<file path="src/rtl/oai_n1_pipe_pkg.sv">
// Shared definitions for the oai_n1_pipe macro: the per-lane OAI(N)1
// function, the data-register reset value and the legal parameter ranges.
package oai_n1_pipe_pkg;

   localparam int W_MIN       = 1;
   localparam int W_MAX       = 32;
   localparam int N_MIN       = 2;
   localparam int N_MAX       = 4;
   localparam int LATENCY_MIN = 1;
   localparam int LATENCY_MAX = 4;

   // Data registers reset to all-ones; callers slice the width they need.
   localparam logic [W_MAX-1:0] ZN_RST = '1;

   // One lane: ~((a[0] | ... | a[N-1]) & b). The OR group is passed
   // zero-padded to N_MAX bits, so unused upper bits do not disturb the OR.
   function automatic logic oai_n1_f(input logic [N_MAX-1:0] a, input logic b);
      return ~((|a) & b);
   endfunction

endpackage

</file>
<file path="src/rtl/oai_n1_pipe_stage.sv">
// One stallable pipeline stage: W data bits plus a valid bit.
// Priority: reset, then scan shift, then advance, otherwise hold.
// In scan mode the stage is a (W+1)-bit shift register ordered
// valid, data[0] .. data[W-1]; si_i enters at valid, data[W-1] is the
// bit handed to the next stage.
module oai_n1_pipe_stage
   import oai_n1_pipe_pkg::*;
#(
   parameter int W = 4
) (
   input  logic         clk_i,
   input  logic         rst_n_i,
   input  logic         en_i,
   input  logic         se_i,
   input  logic         si_i,
   input  logic [W-1:0] d_i,
   input  logic         v_i,
   output logic [W-1:0] q_o,
   output logic         vq_o
);

   logic [W-1:0] data_q, data_d;
   logic         valid_q, valid_d;

   // Next-state select: scan shift overrides the functional enable.
   always_comb begin
      data_d  = data_q;
      valid_d = valid_q;
      if (se_i) begin
         data_d  = (data_q << 1) | W'(valid_q);
         valid_d = si_i;
      end else if (en_i) begin
         data_d  = d_i;
         valid_d = v_i;
      end
   end

   // Stage registers with synchronous active-low reset.
   always_ff @(posedge clk_i) begin
      if (!rst_n_i) begin
         data_q  <= ZN_RST[W-1:0];
         valid_q <= 1'b0;
      end else begin
         data_q  <= data_d;
         valid_q <= valid_d;
      end
   end

   assign q_o  = data_q;
   assign vq_o = valid_q;

endmodule

</file>
<file path="src/rtl/oai_n1_pipe.sv">
// oai_n1_pipe: W lanes of ZN[i] = ~(|A[i*N +: N] & B[i]) followed by a
// LATENCY-deep stallable register pipeline with a travelling valid bit.
// Build options:
//   OAI_N1_PIPE_SCAN_EN - adds SE/SI/SO; all stage registers form one
//                         scan chain (length LATENCY*(W+1)).
//   USE_POWER_PINS      - adds VDD/VSS pins (no logic attached).
// ZN and VZ come straight from the last stage registers.
module oai_n1_pipe
   import oai_n1_pipe_pkg::*;
#(
   parameter int W       = 4,
   parameter int N       = 3,
   parameter int LATENCY = 1
) (
`ifdef USE_POWER_PINS
   inout  wire            VDD,
   inout  wire            VSS,
`endif
   input  logic           CLK,
   input  logic           RN,
   input  logic           E,
   input  logic           V,
   input  logic [W*N-1:0] A,
   input  logic [W-1:0]   B,
`ifdef OAI_N1_PIPE_SCAN_EN
   input  logic           SE,
   input  logic           SI,
   output logic           SO,
`endif
   output logic [W-1:0]   ZN,
   output logic           VZ
);

   if (W < W_MIN || W > W_MAX || N < N_MIN || N > N_MAX ||
       LATENCY < LATENCY_MIN || LATENCY > LATENCY_MAX) begin : g_param_err
      $error("oai_n1_pipe: parameter out of range");
   end

   logic [W-1:0] f_s;
   logic         se_s;
   logic         si_s;

   // Stage-0 value: one OAI(N)1 per lane.
   for (genvar i = 0; i < W; i++) begin : g_lane
      assign f_s[i] = oai_n1_f(N_MAX'(A[i*N +: N]), B[i]);
   end

`ifdef OAI_N1_PIPE_SCAN_EN
   assign se_s = SE;
   assign si_s = SI;
   assign SO   = ZN[W-1];
`else
   assign se_s = 1'b0;
   assign si_s = 1'b0;
`endif

   logic [W-1:0] d_s [LATENCY+1];
   logic         v_s [LATENCY+1];
   logic         s_s [LATENCY];

   assign d_s[0] = f_s;
   assign v_s[0] = V;
   assign s_s[0] = si_s;

   // Scan chain continues from each stage's top data bit into the next valid.
   for (genvar k = 1; k < LATENCY; k++) begin : g_scan_link
      assign s_s[k] = d_s[k][W-1];
   end

   for (genvar k = 1; k <= LATENCY; k++) begin : g_stage
      oai_n1_pipe_stage #(.W(W)) u_stage (
         .clk_i   (CLK),
         .rst_n_i (RN),
         .en_i    (E),
         .se_i    (se_s),
         .si_i    (s_s[k-1]),
         .d_i     (d_s[k-1]),
         .v_i     (v_s[k-1]),
         .q_o     (d_s[k]),
         .vq_o    (v_s[k])
      );
   end

   assign ZN = d_s[LATENCY];
   assign VZ = v_s[LATENCY];

endmodule

</file>
<file path="config.mk">
export PLATFORM = sky130hd
export DESIGN_NAME = oai_n1_pipe
export DESIGN_NICKNAME = d
export VERILOG_FILES = /design/src/rtl/oai_n1_pipe_pkg.sv /design/src/rtl/oai_n1_pipe_stage.sv /design/src/rtl/oai_n1_pipe.sv
export SDC_FILE = /design/constraint.sdc
export NUM_CORES = 1
export LEC_CHECK = 0
export CORE_AREA = 4 4 41 43
export DETAILED_ROUTE_END_ITERATION = 8
export DIE_AREA = 0 0 45 47
export PLACE_DENSITY_LB_ADDON = 0.08
export SKIP_LAST_GASP = 1
export SLEW_MARGIN = 10
export SYNTH_ARGS = -nofsm -noshare
export SYNTH_HDL_FRONTEND = slang
export SYNTH_SLANG_ARGS = --single-unit
export TNS_END_PERCENT = 30
</file>
<file path="constraint.sdc">
create_clock -name CLK -period 0.8 [get_ports CLK]
set_clock_uncertainty 0.15 [all_clocks]
set_input_delay 0.16 -clock CLK [delete_from_list [all_inputs] [get_ports CLK]]
set_output_delay 0.16 -clock CLK [all_outputs]
set_load 0.03 [all_outputs]
</file>
# --- Word level (Yosys, flattened, before mapping) ---
# Cells that the tools add are included.
word_totals:
  out_inout_bits: 5
  wordCells: 14
  in_bits: 20
  reg_bits: 5
op_classes:
  n_reduce_logical: 4
  bitwise_logic: 8
ops:
  columns: ["cell", "n"]
  rows:
  - ["OR reduction 3 bit", 4]
  - ["bitwise AND 1 bit", 4]
  - ["NOT 1 bit", 4]

# --- Longest topological paths before layout ---
depth:
  word_depth: 3
  depth_mapped: 3
  mapped_depth_nobuf: 2

# --- Cells and area by module ---
# A second synthesis with hierarchy kept.
hier_totals:
  cells_unflattened: 27
  area_unflattened_um2: 297.8
modules_own_cells:
  columns: ["mod", "area_each_um2", "instances", "cells_each", "seq_area_each_um2"]
  rows:
  - ["oai_n1_pipe_stage", 244.0, 1, 22, 100.1]
  - ["oai_n1_pipe", 53.8, 1, 5, 0.0]

# --- Least setup slack after synthesis ---
# Ideal clock, no wire load.
synth_timing:
  path_kind: "register -> register"
  start: "register, netlist name g_stage[1].u_stage.vq_o"
  end: "register g_stage[1].u_stage.valid_q"
  path_stages_with_launch: 3
  setup_slack_ns: -0.101
  path_buffers: 0
  t_required_ns: 0.585
  t_arrival_ns: 0.686
  setup_time_ns: 0.065
  period_less_slack_ns: 0.901
  cell_sequence: "dfxtp_1 > mux2i_1 > nor2b_1"
synth_rtl:
  columns: ["element", "line_no", "source"]
  rows:
  - ["to (signal assigned)", "oai_n1_pipe_stage.sv:45", "valid_q <= valid_d;"]
  - ["to (decl)", "oai_n1_pipe_stage.sv:23", "logic valid_q, valid_d;"]

# --- Worst setup path after layout ---
layout_timing:
  start: "register g_stage[1].u_stage.data_q[3]"
  end: "output ZN[3]"
layout_rtl:
  columns: ["element", "line_no", "source"]
  rows:
  - ["from (decl)", "oai_n1_pipe_stage.sv:22", "logic [W-1:0] data_q, data_d;"]
  - ["from (signal assigned)", "oai_n1_pipe_stage.sv:41", "data_q <= ZN_RST[W-1:0];"]
  - ["from (signal assigned)", "oai_n1_pipe_stage.sv:44", "data_q <= data_d;"]
  - ["to (decl)", "oai_n1_pipe.sv:30", "output logic [W-1:0] ZN,"]
# No word-level cell between the ends.

==> reports/qor.yml <==
die:
  num_rows: 13
  die_height_um: 47
  core-area_mm2: 0.00130
  die_area_mm2: 0.00212
  boundaryPins: 25
  start_util_pct: 17.6
  fp.dieW_um: 45
layout:
  final_cells: 64
  layout.nets: 70
  multiInputGateArea_um2: 91.3
  drive_gt1_share_pct: 30.6
  final_util_pct: 38.9
  regArea_um2: 106
  n_antenna_cell: 0
  syn2layout_area_growth_pct: 121
  num-fill-cells: 143
clocking:
  cts-hold-fix-buffers: 0
  cts.sinks: 5
  path_clk_slew_ns: 0.04
  numCtsBuffers: 3
  htree_levels: 1
  clock_path_buffers: 2
  clock-root-buffer: "clkbuf_4"
  insertion_delay_ns: 0.24
  cts_setup_buffers: 0
  tritoncts: "built"
place:
  dp_cells: 59
  dpl_worst_slack_ns: -0.551
  portBuffers: 24
  hpwl_um: 580
  place_congestion: 0.633
power_and_ir_drop:
  powerDensity_mw_per_mm2: 1460
  total_power_uw: 738
  switching_power_uw: 173
  vdd_drop_max_v: 0.000848
  clkPwrFrac_pct: 38.7
  switching_share_pct: 23.4
  p_int_uw: 565
  seqPwrFrac_pct: 37.5
  combPwrFrac_pct: 23.8
  p_leak_nw: 0.251
drt:
  vias_per_cell: 4.16
  antenna_left: 0
  via_count: 266
  drt-total-wl_um: 736
  met2_length_um: 356
  wl_met1_um: 280
  first_pass_iters: 1
  drt_first_iter_violations: 0
  dr_wl_met3_um: 98
  dr.max_layer_used: "met3"
  drc: 0
  wire_per_inst_um: 11.5
yosys:
  synth.area.mux_share_pct: 4.37
  synth-adder-area-share_pct: 0
  yosys.area_share.simple_pct: 9.29
  syn-num-nets: 44
  synth.top_cells.by_area: "dfxtp_1 (44%), o311a_1 (17%), buf_4 (16%)"
  ys_warn_count: 0
  ys_types: 7
  yosysTopAreaCell: "dfxtp_1"
  avgSynthCellArea_um2: 9.54
  syn_inst: 24
  yosysSeqAreaShare_pct: 43.7
  yosys_register_bits: 5
  netlist_area_um2: 229
  synth_xor_area_share_pct: 0
  synth_compound_area_share_pct: 26.2
  synth_top_area_share_pct: 43.7
  synth_top_family_by_area: "compound AO/OA/AOI/OAI gates"
sta:
  timing.slew.headroom_pct: 89.2
  finalCritPeriodShare_pct: 125
  setup_ws_ns: -0.201
  hold_violations: 0
  slew_viol_final: 0
  period_minus_slack_ns: 1.00
  tns_ns: -1.20
  setup_viol: 7
  rsz0062_at_grt: "true"
  max_freq_mhz: 999
  worstMarginPinSlew_ns: 0.158
worst_hold_path:
  min_path_type: "in2reg"
status:
  violations: "negative setup slack"
  run_status: "finished, violations left"
job:
  max_cap_violations: 0
critical_path:
  startpoint_type: "flip-flop"
  path_delay_family: "flip-flops"
  cpPeakStageDelay_ns: 0.33
  arrival_ns: 0.69
  cp-end-kind: "output pin"
  critical_path_buf_inv_count: 1
  worstPathCellList: "buf_6"
  cp_max_fo: 2
  criticalPathCategory: "reg2out"
  slowest_stage: "dfxtp_2"
  cp.required_ns: 0.49
global_routing:
  grt_pass1_vias: 293
  antenna_found_initial: 0
  grt_overflow_total: 0
  globalRouteTotalUtil_pct: 8.15
  grt_max_degree: 6
  grt_pass1_wl_um: 1120
## final timing paths
check                           depth (start not counted)                       from                   endpoint  slack, ns
worst max-delay path                                    1  g_stage[1].u_stage.q_o[3]                      ZN[3]      -0.20
worst min-delay path                                    3                       A[8]  g_stage[1].u_stage.q_o[2]       0.08
worst max register to register                          2    g_stage[1].u_stage.vq_o    g_stage[1].u_stage.vq_o       0.01
worst min register to register                          2  g_stage[1].u_stage.q_o[3]  g_stage[1].u_stage.q_o[3]       0.34
## cell usage after synthesis
cell and instances:
o21ai_1 4, mux2i_1 1, o311a_1 4, nor2_1 4, nor2b_1 1, buf_4 5, dfxtp_1 5
## area by class of cell
class	instances	area share (%)
Clock buffer	4	5.19
Multi-Input combinational cell	14	18.0
Sequential cell	5	21.0
Tap cell	15	3.70
Timing Repair Buffer	26	52.1
## per-stage QoR
stage / hold WS (ns) / cell area, um2
final: 0.0838 / 507
after global routing: 0.116 / 507
after CTS: 0.164 / 497
after detailed placement: 0.331 / 447
after global placement: 0.329 / 447
after floorplan: 0.0900 / 230
## power by group through the flow
| stage | clock network, mW | logic [mW] | registers, mW |
|---|---|---|---|
| 3_5_place_dp | 0 | 0.184 | 0.276 |
| 3_3_place_gp | 0 | 0.179 | 0.276 |
| 2_1_floorplan | 0 | 0.0694 | 0.281 |
| 5_1_grt | 0.345 | 0.190 | 0.278 |
| 6_report | 0.286 | 0.176 | 0.276 |
| 4_1_cts | 0.304 | 0.183 | 0.276 |
## per-layer routing
| metal | GRT usage [%] | vias to the layer above |
|---|---|---|
| met4 | 1.75 | 0 |
| met5 | 0 | - |
| met3 | 7.28 | 0 |
| li1 | - | 133 |
| met1 | 7.99 | 115 |
| met2 | 13.0 | 18 |
## cells by family (layout without fill, tap and decap cells)
logic type / Yosys count / count (layout)
AOI/OAI and AO/OA: 8 / 8
DFF: 5 / 5
and+or+nand+nor: 5 / 5
buffers and inverters: 5 / 30
muxes: 1 / 1
## sequential cells by signal, indices dropped and copies added, names as in the netlist
register / cells
g_stage.u_stage.q_o: 4
g_stage.u_stage.vq_o: 1
## cell usage in the layout, fill, tap and decap left out
master           synthesis  final
buf_2                    0      1
buf_6                    0      6
clkbuf_1                 0      1
clkbuf_4                 0      3
clkdlybuf4s15_1          0      3
clkdlybuf4s50_1          0      5
dfxtp_2                  0      5
dlygate4sd2_1            0      7
dlymetal6s2s_1           0      4
mux2i_1                  1      1
nor2_1                   4      4
nor2b_1                  1      1
o21ai_1                  4      4
o311a_1                  4      4
## repair_timing
action / in CTS / in global routing
cloned: 1 / 0
resized for setup: 23 / 4
pin swaps: 4 / 2
endpoints found under the setup margin: 10 / 8
Power figures use the tool's default switching activity.
